===== src/rtl/aes_result_sequencer.sv =====
// Captures a 128-bit AES result and presents each byte, in AES byte order, as 3-digit BCD.
// Define AES_RESULT_SEQ_LOOP_EN to cycle through the bytes continuously and accept recaptures at any time.
module aes_result_sequencer #(
  parameter int unsigned DWELL = 50000000
) (
  input  logic         clk,
  input  logic         rst_n,
  input  logic         in_valid,
  output logic         in_ready,
  input  logic [127:0] in_data,
  input  logic [127:0] expected,
  output logic [11:0]  bcd_out,
  output logic         bcd_valid,
  output logic [3:0]   byte_idx,
  output logic         match,
  output logic         busy
);

`ifdef AES_RESULT_SEQ_LOOP_EN
  localparam bit LOOP_EN = 1'b1;
`else
  localparam bit LOOP_EN = 1'b0;
`endif

  localparam int unsigned DCW = $clog2(DWELL + 1);
  localparam logic [DCW-1:0] DWELL_LAST = DCW'(DWELL - 1);

  typedef enum logic [1:0] {IDLE, CONVERT, SHOW} state_t;

  state_t         state, next_state;
  logic [127:0]   hold;
  logic [19:0]    sr, sr_adj, sr_next;
  logic [2:0]     iter;
  logic [DCW-1:0] dwell;
  logic [3:0]     next_idx;
  logic           capture, conv_last, dwell_last, advance;

  assign in_ready   = LOOP_EN || (state == IDLE);
  assign busy       = (state != IDLE);
  assign capture    = in_valid && in_ready;
  assign conv_last  = (state == CONVERT) && (iter == 3'd7);
  assign dwell_last = (state == SHOW) && (dwell == DWELL_LAST);
  assign advance    = LOOP_EN || (byte_idx != 4'd15);
  assign next_idx   = byte_idx + 4'd1;

  // One double-dabble step on {bcd[11:0], bin[7:0]}: adjust BCD nibbles, then shift the whole word.
  always_comb begin
    sr_adj = sr;
    for (int unsigned i = 0; i < 3; i++) begin
      if (sr[8 + 4*i +: 4] >= 4'd5) sr_adj[8 + 4*i +: 4] = sr[8 + 4*i +: 4] + 4'd3;
    end
    sr_next = sr_adj << 1;
  end

  always_comb begin
    next_state = state;
    case (state)
      IDLE:    if (capture) next_state = CONVERT;
      CONVERT: if (conv_last) next_state = SHOW;
      SHOW:    if (dwell_last) next_state = advance ? CONVERT : IDLE;
      default: next_state = IDLE;
    endcase
    if (capture) next_state = CONVERT;
  end

  always_ff @(posedge clk or negedge rst_n) begin
    if (!rst_n) state <= IDLE;
    else        state <= next_state;
  end

  always_ff @(posedge clk or negedge rst_n) begin
    if (!rst_n) begin
      hold      <= '0;
      sr        <= '0;
      iter      <= '0;
      dwell     <= '0;
      bcd_out   <= '0;
      bcd_valid <= 1'b0;
      byte_idx  <= '0;
      match     <= 1'b0;
    end else if (capture) begin
      hold      <= in_data;
      match     <= (in_data == expected);
      byte_idx  <= '0;
      sr        <= {12'h000, in_data[127:120]};
      iter      <= '0;
      bcd_valid <= 1'b0;
    end else begin
      case (state)
        CONVERT: begin
          sr   <= sr_next;
          iter <= iter + 3'd1;
          if (iter == 3'd7) begin
            bcd_out   <= sr_next[19:8];
            bcd_valid <= 1'b1;
            dwell     <= '0;
          end
        end
        SHOW: begin
          if (dwell == DWELL_LAST) begin
            bcd_valid <= 1'b0;
            if (advance) begin
              // Byte k sits at hold[8*(15-k) +: 8]; {~k,3'b0} is that offset.
              byte_idx <= next_idx;
              sr       <= {12'h000, hold[{~next_idx, 3'b000} +: 8]};
              iter     <= '0;
            end
          end else begin
            dwell <= dwell + 1'b1;
          end
        end
        default: ;
      endcase
    end
  end

endmodule


===== config.mk =====
export PLATFORM = sky130hd
export DESIGN_NAME = aes_result_sequencer
export DESIGN_NICKNAME = d
export VERILOG_FILES = /design/src/rtl/aes_result_sequencer.sv
export SDC_FILE = /design/constraint.sdc
export NUM_CORES = 1
export LEC_CHECK = 0
export ABC_AREA = 1
export CAP_MARGIN = 0
export CORE_ASPECT_RATIO = 1.25
export CORE_UTILIZATION = 40
export DETAILED_ROUTE_END_ITERATION = 16
export DONT_BUFFER_PORTS = 1
export GPL_ROUTABILITY_DRIVEN = 0
export MAX_ROUTING_LAYER = met4
export PLACE_DENSITY = 0.57
export SLEW_MARGIN = 20
export SYNTH_ARGS = -nofsm -noshare
export SYNTH_HDL_FRONTEND = slang
export SYNTH_SLANG_ARGS = --single-unit

===== constraint.sdc =====
create_clock -name clk -period 3.5 [get_ports clk]
set_input_delay 0.525 -clock clk [delete_from_list [all_inputs] [get_ports clk]]
set_output_delay 0.525 -clock clk [all_outputs]
set_load 0.03 [all_outputs]

# ---- Yosys cells after proc, flatten, opt, wreduce, memory -nomap -nowiden
# Index checks and enable logic that the tools add are counted.
dict set report classes {
  add_sub_neg 6
  mul 0
  n_div 0
  n_lt_le_gt_ge 3
  eq_ne 14
  shifts 1
  mux 27
  n_bitwise 2
  reduce_logical 16
}
# op count
set op_table {}
lappend op_table {{$eq A128 B128 Y1} 1}
lappend op_table {{$shiftx A128 B8 Y8} 1}
lappend op_table {{$mux W20} 3}
lappend op_table {{$mux W26} 2}
lappend op_table {{$pmux W26 S2} 1}
lappend op_table {{$pmux W20 S2} 1}
lappend op_table {{$add A26 B1 Y26 const B} 1}
lappend op_table {{$eq A26 B26 Y1 const B} 1}
lappend op_table {{$mux W4} 6}
lappend op_table {{$reduce_and A3 Y1} 5}
lappend op_table {{$ge A4 B3 Y1 const B} 3}
lappend op_table {{$mux W3} 4}
lappend op_table {{$reduce_bool A2 Y1} 5}
lappend op_table {{$ne A3 B3 Y1 const B} 3}
lappend op_table {{$add A4 B2 Y4 const B} 2}
lappend op_table {{$mux W2} 3}
lappend op_table {{$ne A3 B2 Y1 const B} 2}
lappend op_table {{$pmux W2 S3} 1}
lappend op_table {{$pmux W3 S2} 1}
lappend op_table {{$add A4 B1 Y4 const B} 1}
lappend op_table {{$mux W1} 4}
lappend op_table {{$ne A2 B1 Y1 const B} 2}
lappend op_table {{$ne A4 B4 Y1 const B} 1}
lappend op_table {{$not A4 Y4} 1}
lappend op_table {{12 further kinds} 14}
dict set report totals {
  reg_bits 197
  latch_bits 0
  ramBits 0
  rom_bits 0
  input_bits 259
  output_inout_bits 20
  word_cells 78
  mem_count 0
}

# ---- Longest topological paths before layout
# Gate-level depths: netlist of run 1.
dict set report depth {
  word_depth 7
  mapped_depth 13
  depth_no_buf 12
}

# ---- Worst setup path before layout of run 1
# Ideal clock, no wire load.
dict set report synth_timing {
  path_kind {flip-flop to flip-flop}
  startpoint {register state[0]}
  endpoint {register sr[3]}
  arrival_ns 1.985
  required_time_ns 3.380
  path_slack_ns 1.395
  stages_incl_launch_ff 13
  path_buffers 1
  period_less_slack_ns 2.105
  cell_sequence {dfrtp_1 -> inv_1 -> ha_1 -> nand2_2 -> inv_2 -> nor2_8 -> inv_2 -> nor2_1 -> nor2_1 -> nand2_2 -> buf_2 -> nor2_1 -> a21oi_2}
}
dict set report synth_via {
  elab_chain_cells 4
  word_cells_on_any_way 10
  classes_between {4 x eq/ne; 2 x mux; 4 x reduce/logical}
}
# item line
set synth_rtl {}
lappend synth_rtl {{from (decl)} 30} ;# state_t state, next_state;
lappend synth_rtl {{from (signal assigned)} 68} ;# else state <= next_state;
lappend synth_rtl {{$logic_not A2 Y1 *} 38} ;# assign in_ready = LOOP_EN || (state == IDLE);
lappend synth_rtl {{net in_ready} 9} ;# output logic in_ready,
lappend synth_rtl {{$logic_and A1 B1 Y1 *} 40} ;# assign capture = in_valid && in_ready;
lappend synth_rtl {{$ne A3 B3 Y1 (no line), or another cell as far along} n/a}
lappend synth_rtl {{$reduce_and A3 Y1 (no line)} n/a}
lappend synth_rtl {{to (signal assigned)} 85} ;# sr <= {12'h000, in_data[127:120]};
lappend synth_rtl {{to (signal assigned)} 91} ;# sr <= sr_next;
lappend synth_rtl {{to (signal assigned)} 105} ;# sr <= {12'h000, hold[{~next_idx, 3'b000} +: 8]};
lappend synth_rtl {{to (decl)} 32} ;# logic [19:0] sr, sr_adj, sr_next;
# The timed path passes the listed nets; every way through them passes the cells marked *.
# A chain may end at the register's enable or synchronous reset.

# ---- Final worst setup path of run 1
dict set report layout_timing {
  startpoint {register byte_idx[1]}
  endpoint {register sr[7]}
}
dict set report layout_via {
  elab_chain_cells 7
  word_cells_on_any_way 10
  classes_between {1 x add/sub; 2 x eq/ne; 1 x shift; 4 x mux; 1 x bitwise; 1 x reduce/logical}
}
# item line
set layout_rtl {}
lappend layout_rtl {{from (decl)} 14} ;# output logic [3:0] byte_idx,
lappend layout_rtl {{from (signal assigned)} 104} ;# byte_idx <= next_idx;
lappend layout_rtl {{$add A4 B1 Y4} 44} ;# assign next_idx = byte_idx + 4'd1;
lappend layout_rtl {{$not A4 Y4} 105}
lappend layout_rtl {{$shiftx A128 B8 Y8} 105}
lappend layout_rtl {{$mux W20} 102} ;# if (advance) begin
lappend layout_rtl {{$mux W20} 100} ;# if (dwell == DWELL_LAST) begin
lappend layout_rtl {{$pmux W20 S2} 89} ;# case (state)
lappend layout_rtl {{$mux W20} 81} ;# end else if (capture) begin
# Parallel ways exist; a longest one is shown, timed or not. The select of a mux whose other input is x is not followed.

==> flow_metrics.env, run 1 <==
export IMPL_final_antenna_net_count=0
export IMPL_cts_buffers=17
export IMPL_wirelength_um=37100
export IMPL_dp_slack_ns=0.796
export IMPL_synth_edf_count=0
export IMPL_place_hpwl_um=28400
export IMPL_core_mm2=0.0294
export IMPL_tns_ns=0
export IMPL_cp_end_kind="flip-flop"
export IMPL_worst_pin_slew_ns=0.920
export IMPL_clk_latency_ns=0.45
export IMPL_power_total_mw=8.30
export IMPL_rows=70
export IMPL_clock_sinks=197
export IMPL_grt_use_met1_pct=31.3
export IMPL_drive_gt1_share_pct=4.00
export IMPL_fin_util_pct=43.7
export IMPL_postCtsSetupRepairBufs=0
export IMPL_min_path_type="input pin to async pin"
export IMPL_die_h_um=196
export IMPL_grt_total_usage_pct=25.7
export IMPL_setup_viol=0
export IMPL_grt_most_used_layer="met2"
export IMPL_drc=0
export IMPL_use_met2_pct=43.1
export IMPL_numPortBuffers=0
export IMPL_synthCells=1773
export IMPL_grt_setup_unrepaired="no"
export IMPL_antenna_found_initial=1
export IMPL_async_flop_share_pct=100
export IMPL_ir_worst_vdd_uv=394
export IMPL_vias=10768
export IMPL_clk_path_buf_depth=2
export IMPL_maxCapViolCount=0
export IMPL_synth_area_leader_cell="dfrtp_1"
export IMPL_power_density_mw_per_mm2=645
export IMPL_cts_root_buf="clkbuf_16"
export IMPL_synthToLayoutAreaGrowth_pct=7.14
export IMPL_grt_max_degree=198
export IMPL_finalNetCount=2010
export IMPL_via_per_inst=5.02
export IMPL_synth_ff_type="dfrtp_1"
export IMPL_final_cell_mix="nand2_1, o21ai_0, nor2_1"
export IMPL_routedWlPerCell_um=17.3
export IMPL_ys_seq_elements=197
export IMPL_hold_viol_final=197
export IMPL_violations="negative hold slack"
export IMPL_grt_pass1_vias=10773
export IMPL_criticalPathCategory="flip-flop to flip-flop"
export IMPL_h_tree_depth=4
export IMPL_synth_area_leaders="dfrtp_1, nand2_1, o21ai_0, nor2_1, inv_1"
export IMPL_max_slew_margin_rel_pct=38.6
export IMPL_crit_arrival_ns=3.07
export IMPL_dieWidth_um=157
export IMPL_post_route_min_period_ns=2.70
export IMPL_whs_ns=-0.227
export IMPL_cts_resized=0
export IMPL_run_status="finished, violations left"
export IMPL_crit_fanout=53
export IMPL_path_clk_slew_ns=0.08
export IMPL_postSynthNetCount=2047
export IMPL_netlist_area_mm2=0.0120
export IMPL_timing_final_ws_setup_ns=0.800
export IMPL_seq_area_frac_synth_pct=41.0
export IMPL_clock_skew_ns=0.0188
export IMPL_ios=279
export IMPL_grt_util_met3_pct=4.44
export IMPL_p_leak_nw=6.44
export IMPL_start_util_pct=40.8
export IMPL_final_common_cell="nand2_1"
export IMPL_worstPathRequired_ns=3.87
export IMPL_drt_iter0_drc=756
export IMPL_grt_pass1_wl_um=58500
export IMPL_slew_viol_final=0
export IMPL_cts_tree="built"
export IMPL_yosysWarnings=0
export IMPL_start_kind="flip-flop"
export IMPL_synth_top_area_share_pct=41.0
export IMPL_synth_distinct_cells=39
export IMPL_die_area_mm2=0.0307
export IMPL_syn_avg_cell_area_um2=6.78
export IMPL_grt_overflow=0
export IMPL_clock_fmax_mhz=370
export IMPL_dr_pass1_iters=5
export IMPL_fin_crit_sh_pct=77.1
[through the flow]
| stage | hold WS [ns] | cell area [um2] | std cells |
|---|---|---|---|
| final | -0.227 | 12900 | 2146 |
| after global routing | -0.251 | 12900 | 2146 |
| after CTS | -0.241 | 12900 | 2145 |
| after detailed placement | 0.239 | 12300 | 2113 |
| after global placement | 0.239 | 12300 | 2113 |
| after floorplan | 0.229 | 12000 | 1773 |
[path summary, 6_finish.rpt]
kind,cells past startpoint,from,slack [ns],to
worst min-delay path,0,rst_n,-0.23,dwell[3]$_DFFE_PN0P_
max in group asynchronous,0,rst_n,3.19,byte_idx[0]$_DFFE_PN0P_
worst min register to register,2,hold[31]$_DFFE_PN0P_,0.48,hold[31]$_DFFE_PN0P_
worst max register to register,8,byte_idx[1]$_DFFE_PN0P_,0.80,sr[7]$_DFFE_PN0P_
min in group clk,2,in_data[31],0.19,hold[31]$_DFFE_PN0P_
worst max-delay path,8,byte_idx[1]$_DFFE_PN0P_,0.80,sr[7]$_DFFE_PN0P_
[routing by layer]
metal  vias up  wire (um)
met4         0        941
met2       270      18600
met3        49       1790
li1       5488          -
met5         -          0
met1      4961      15800
[area by class of cell]
class / instances / area (um2)
fill: 3175 / 16600
multi-input combinational: 1308 / 6020
sequential: 197 / 4930
inverter: 202 / 758
tap: 396 / 495
clock buffer: 19 / 443
clock inverter: 13 / 140
timing repair buffer: 10 / 87.6
antenna: 1 / 2.50
[synthesized netlist by cell type, types with 2 or more instances]
library cell	instances
inv_2	4
buf_2	10
nor3_1	14
a21oi_2	5
nor3_2	2
nor2_1	212
nand2_2	4
inv_1	196
buf_4	2
or2_2	4
dfrtp_1	197
o211ai_1	32
xor2_1	17
o21ai_0	232
nand4_1	14
a21oi_1	23
nor2_4	2
ha_1	15
o21bai_1	2
o22ai_1	2
o21ai_1	2
o31ai_1	2
buf_6	8
clkinv_1	2
a21o_1	2
nand2_1	624
buf_1	6
xnor2_1	30
clkbuf_1	40
nand3_1	59
[flip-flops by register name, indices dropped and copies added (netlist names)]
name       cells
hold         128
dwell         26
sr            20
bcd_out       12
byte_idx       4
iter           3
state          2
bcd_valid      1
match          1
[where the power goes]
part,internal (mW),leakage [nW],switching [mW]
clock network,0.971,0.286,0.987
registers,3.14,2.51,0.649
logic,0.861,3.65,1.69
[worst max-delay path, cell delays in order (launching register included)]
cell	delay, ns
dfrtp_1	0.55
ha_2	1.02
buf_4	0.29
o21ai_0	0.10
o211ai_1	0.24
nand3_1	0.13
nand2_1	0.10
nand2_1	0.06
a21oi_2	0.13
[cell families (layout without fill, tap and decap cells)]
group	count (synthesis)	after routing	share of synthesized area [%]
simple gates	940	940	31.1
flops	197	197	41.0
buf+inv	268	244	9.04
xor+xnor	48	48	3.56
other cells	0	1	0
compound gates	305	305	13.8
fa+ha+maj	15	15	1.56
Power figures use the tool's default switching activity.
==> run 2: changes to the inputs <==
==> constraint.sdc (replaced) <==
create_clock -name clk -period 2.52 [get_ports clk]
set_input_delay 0.378 -clock clk [delete_from_list [all_inputs] [get_ports clk]]
set_output_delay 0.378 -clock clk [all_outputs]
set_load 0.03 [all_outputs]
==> run 2 against run 1 <==
The run still ends with negative hold slack left. Critical path depth grew 1. Maximum frequency grew 22%. First-iteration DRC count up 7.3%. Critical endpoint is now sr[5]$_DFFE_PN0P_. Largest cell class unchanged. Highest routed layer unchanged.
==> flow_metrics.env, run 2 (same netlist as run 1, synthesis figures left out) <==
export IMPL_run_status="finished, violations left"
export IMPL_violations="negative hold slack"
export IMPL_synthToLayoutAreaGrowth_pct=8.05
export IMPL_core_mm2=0.0294
export IMPL_power_density_mw_per_mm2=896
export IMPL_cts_tree="built"
export IMPL_p_leak_nw=6.50
export IMPL_final_common_cell="nand2_1"
export IMPL_postCtsSetupRepairBufs=0
export IMPL_vias=10973
export IMPL_cp_end_kind="flip-flop"
export IMPL_timing_rr_start="state[0]$_DFFE_PN0P_"
export IMPL_wirelength_um=37000
export IMPL_ios=279
export IMPL_crit_fanout=23
export IMPL_start_util_pct=40.8
export IMPL_multi_input_area_mm2=0.00602
export IMPL_clk_latency_ns=0.44
export IMPL_grt_setup_unrepaired="no"
export IMPL_regToRegEndpoint="sr[5]$_DFFE_PN0P_"
export IMPL_clock_sinks=197
export IMPL_antenna_found_initial=0
export IMPL_regMostFlops="hold"
export IMPL_r2r_slack_ns=0.30
export IMPL_grt_pass1_vias=10730
export IMPL_grt_overflow=0
export IMPL_maxCapViolCount=0
export IMPL_timing_final_ws_setup_ns=0.301
export IMPL_h_tree_depth=4
export IMPL_diodes=0
export IMPL_drc=0
export IMPL_max_slew_margin_rel_pct=47.1
export IMPL_seq_area_mm2=0.00493
export IMPL_place_hpwl_um=28800
export IMPL_rows=70
export IMPL_rr_worst_depth=9
export IMPL_whs_ns=-0.362
export IMPL_final_antenna_net_count=0
export IMPL_ir_worst_vdd_uv=521
export IMPL_dr_pass1_iters=5
export IMPL_final_cell_mix="nand2_1, o21ai_0, nor2_1"
export IMPL_routedWlPerCell_um=17.2
export IMPL_dieWidth_um=157
export IMPL_crit_arrival_ns=2.53
export IMPL_die_area_mm2=0.0307
export IMPL_top_regs="hold x128, dwell x26, sr x20"
export IMPL_setup_viol=0
export IMPL_clock_fmax_mhz=451
export IMPL_fin_crit_sh_pct=88.1
export IMPL_largest_register_ffs=128
export IMPL_worst_pin_slew_ns=0.787
export IMPL_power_total_mw=11.6
export IMPL_clk_path_buf_depth=2
export IMPL_cts_buffers=17
export IMPL_clock_skew_ns=0.0152
export IMPL_drt_iter0_drc=811
export IMPL_grt_pass1_wl_um=58200
export IMPL_grt_max_degree=198
export IMPL_die_h_um=196
export IMPL_min_path_type="input pin to async pin"
export IMPL_tns_ns=0
export IMPL_cts_root_buf="clkbuf_16"
export IMPL_path_clk_slew_ns=0.08
export IMPL_via_per_inst=5.09
export IMPL_dp_slack_ns=0.306
export IMPL_hold_viol_final=197
export IMPL_grt_total_usage_pct=25.6
export IMPL_start_kind="flip-flop"
export IMPL_slew_viol_final=0
export IMPL_fillers=3106
export IMPL_criticalPathCategory="flip-flop to flip-flop"
export IMPL_worstPathRequired_ns=2.84
export IMPL_cts_resized=0
export IMPL_drive_gt1_share_pct=4.60
export IMPL_numPortBuffers=0
export IMPL_finalNetCount=2021
export IMPL_post_route_min_period_ns=2.22
export IMPL_fin_util_pct=44.1
run 2: worst max-delay path by stage:
stage,start,end,slack [ns],cells after the start
detailed placement,state[0]$_DFFE_PN0P_,sr[4]$_DFFE_PN0P_,0.31,9
global placement,byte_idx[0]$_DFFE_PN0P_,sr[7]$_DFFE_PN0P_,0.36,8
global route,state[0]$_DFFE_PN0P_,sr[9]$_DFFE_PN0P_,0.06,8
CTS,state[0]$_DFFE_PN0P_,sr[5]$_DFFE_PN0P_,0.27,9
floorplan,state[0]$_DFFE_PN0P_,sr[3]$_DFFE_PN0P_,0.42,12
finish,state[0]$_DFFE_PN0P_,sr[5]$_DFFE_PN0P_,0.30,9
run 2: per-layer routing:
layer	vias to the layer above	wire, um	share of wire [%]	GRT usage (%)
met5	-	0	0	-
met3	43	2050	5.5	4.24
li1	5518	-	-	-
met4	0	965	2.6	7.95
met1	5091	15600	42	31.8
met2	321	18500	50	42.3
run 2: where the power goes:
part           total (mW)  leakage [nW]  switching [mW]  internal [mW]
combinational        3.65          3.70            2.39           1.26
sequential           5.22          2.51           0.860           4.36
clock                2.76         0.291            1.39           1.37
run 2: area by class of cell:
| cell class | count | share of cell area (%) |
|---|---|---|
| Timing Repair Buffer | 21 | 1.41 |
| Sequential cell | 197 | 38.0 |
| Tap cell | 396 | 3.82 |
| Multi-Input combinational cell | 1308 | 46.3 |
| Inverter | 202 | 5.84 |
| Clock inverter | 13 | 1.20 |
| Clock buffer | 19 | 3.41 |
run 2: metrics by stage:
stage,area (um2),cells
after floorplan,12000,1773
after global placement,12400,2124
after detailed placement,12400,2124
after CTS,13000,2156
after global routing,13000,2156
final,13000,2156
run 2: worst max-delay path, stage by stage, from the launching register on:
cell	delay (ns)
dfrtp_1	0.40
inv_1	0.13
ha_1	0.34
clkinv_1	0.33
nor3_1	0.27
nor2_1	0.08
nand2_2	0.15
inv_2	0.19
nor2_1	0.16
a21oi_2	0.04
==> run 3: changes to the inputs <==
--- a/config.mk
+++ b/config.mk
@@ -12,8 +12,10 @@
 export DETAILED_ROUTE_END_ITERATION = 16
 export DONT_BUFFER_PORTS = 1
 export GPL_ROUTABILITY_DRIVEN = 0
+export HOLD_SLACK_MARGIN = 0.06
 export MAX_ROUTING_LAYER = met4
 export PLACE_DENSITY = 0.57
+export SETUP_SLACK_MARGIN = 0.02
 export SLEW_MARGIN = 20
 export SYNTH_ARGS = -nofsm -noshare
 export SYNTH_HDL_FRONTEND = slang
==> run 3 against run 2 <==
The run still ends with negative hold slack left. Power rose by 0.40%. Die area unchanged. Final cell count increased by 1.4%. Sequential share of layout area shrank 0.86 points. Largest cell class unchanged. Via count up 1.3%. Core utilization is 1.0 points higher. Clock power barely moved. Clock skew about the same. Critical endpoint unchanged. Clock-buffer cell count did not move. Register-to-register slack is essentially flat. Sequential power barely moved.
==> flow_metrics.env, run 3 (same netlist as run 1, synthesis figures left out) <==
export IMPL_via_per_inst=5.09
export IMPL_final_antenna_net_count=0
export IMPL_seq_area_mm2=0.00493
export IMPL_criticalPathCategory="flip-flop to flip-flop"
export IMPL_dr_pass1_iters=5
export IMPL_grt_setup_unrepaired="no"
export IMPL_path_cells="inv_1 -> ha_1 -> clkinv_1 -> nor3_1 -> nor2_1 -> nand2_2 -> inv_2 -> nor2_1 -> a21oi_2"
export IMPL_max_slew_margin_rel_pct=47.1
export IMPL_slowest_delay_ns=0.41
export IMPL_timing_final_ws_setup_ns=0.305
export IMPL_start_kind="flip-flop"
export IMPL_final_cell_mix="nand2_1, o21ai_0, nor2_1"
export IMPL_power_density_mw_per_mm2=879
export IMPL_grt_overflow=0
export IMPL_cts_root_buf="clkbuf_16"
export IMPL_die_area_mm2=0.0307
export IMPL_diodes=0
export IMPL_grt_total_usage_pct=25.7
export IMPL_rows=70
export IMPL_path_clk_slew_ns=0.08
export IMPL_fillers=3092
export IMPL_violations="negative hold slack"
export IMPL_slew_viol_final=0
export IMPL_maxCapViolCount=0
export IMPL_top_regs="hold x128, dwell x26, sr x20"
export IMPL_ios=279
export IMPL_power_total_mw=11.7
export IMPL_hold_viol_final=197
export IMPL_die_h_um=196
export IMPL_largest_register_ffs=128
export IMPL_antenna_found_initial=0
export IMPL_dp_slack_ns=0.306
export IMPL_core_mm2=0.0294
export IMPL_cts_buffers=17
export IMPL_clock_sinks=197
export IMPL_clock_skew_ns=0.0153
export IMPL_multi_input_area_mm2=0.00602
export IMPL_regMostFlops="hold"
export IMPL_setup_viol=0
export IMPL_wirelength_um=37200
export IMPL_numPortBuffers=0
export IMPL_run_status="finished, violations left"
export IMPL_clk_path_buf_depth=2
export IMPL_min_path_type="input pin to async pin"
export IMPL_drc=0
export IMPL_fin_crit_sh_pct=87.9
export IMPL_h_tree_depth=4
export IMPL_place_hpwl_um=28800
export IMPL_synthToLayoutAreaGrowth_pct=10.5
export IMPL_final_common_cell="nand2_1"
export IMPL_cp_end_kind="flip-flop"
export IMPL_finalNetCount=2051
export IMPL_post_route_min_period_ns=2.21
export IMPL_drive_gt1_share_pct=4.53
export IMPL_crit_fanout=23
export IMPL_r2r_slack_ns=0.31
export IMPL_cts_hold_buf=30
export IMPL_grt_pass1_vias=10938
export IMPL_clk_latency_ns=0.44
export IMPL_dieWidth_um=157
export IMPL_routedWlPerCell_um=17.0
export IMPL_drt_iter0_drc=908
export IMPL_tns_ns=0
export IMPL_clock_fmax_mhz=452
export IMPL_crit_arrival_ns=2.53
export IMPL_vias=11117
export IMPL_p_leak_nw=6.63
export IMPL_cpMostUsedCell="nor2_1"
export IMPL_ir_worst_vdd_uv=521
export IMPL_placed_area_mm2=0.0124
export IMPL_grt_max_degree=198
export IMPL_start_util_pct=40.8
export IMPL_fin_area_mm2=0.0133
export IMPL_postCtsSetupRepairBufs=0
export IMPL_worst_pin_slew_ns=0.787
export IMPL_cp_slowest_cell="dfrtp_1"
export IMPL_cts_resized=0
export IMPL_grt_pass1_wl_um=58700
export IMPL_whs_ns=-0.363
export IMPL_worstPathRequired_ns=2.84
export IMPL_cts_tree="built"
-- run 3: cell count changes in the layout (fill, tap and decap cells not counted), sizes merged --
cell	delta
dlygate4sd3	+30
-- run 3: critical path: cells and delay by family (launching register included) --
| family | cells | cell delay, ns |
|---|---|---|
| and+or+nand+nor | 4 | 0.65 |
| AOI/OAI and AO/OA | 1 | 0.04 |
| DFF | 1 | 0.41 |
| adders and majority gates | 1 | 0.34 |
| buffers and inverters | 3 | 0.65 |
-- run 3: worst paths after layout --
kind | startpoint | endpoint | depth (start not counted)
setup / recovery | state[0]$_DFFE_PN0P_ | sr[5]$_DFFE_PN0P_ | 9
hold / removal | rst_n | dwell[2]$_DFFE_PN0P_ | 0
setup reg to reg | state[0]$_DFFE_PN0P_ | sr[5]$_DFFE_PN0P_ | 9
hold reg to reg | hold[91]$_DFFE_PN0P_ | hold[91]$_DFFE_PN0P_ | 2
max in group asynchronous | rst_n | dwell[15]$_DFFE_PN0P_ | 0
min in group clk | in_data[102] | hold[102]$_DFFE_PN0P_ | 2
-- run 3: final cells by class --
class                      count  share of cell area (%)
clock buffer                  19                    3.33
clock inverter                13                    1.18
inverter                     202                    5.71
multi-input combinational   1308                    45.3
sequential                   197                    37.1
tap                          396                    3.73
timing repair buffer          51                    3.64
-- run 3: power breakdown --
part | internal [mW] | total [mW] | switching, mW
Sequential | 4.36 | 5.23 | 0.866
Combinational | 1.29 | 3.69 | 2.40
Clock | 1.37 | 2.76 | 1.39
-- run 3: per-layer routing --
metal  track usage, %  wire length [um]  vias to the layer above
met5                -                 0                        -
li1                 -                 -                     5580
met2             42.4             18300                      336
met1             31.5             15500                     5143
met3             4.64              2270                       58
met4             8.67              1080                        0
-- run 3: per-stage QoR --
step                      cells  util [%]  hold slack (ns)
final                      2186      45.1           -0.363
after global routing       2186      45.1           -0.389
after CTS                  2186      45.1           -0.379
after detailed placement   2124      42.1           0.0978
after global placement     2124      42.1           0.0967
after floorplan            1773         -           0.0824
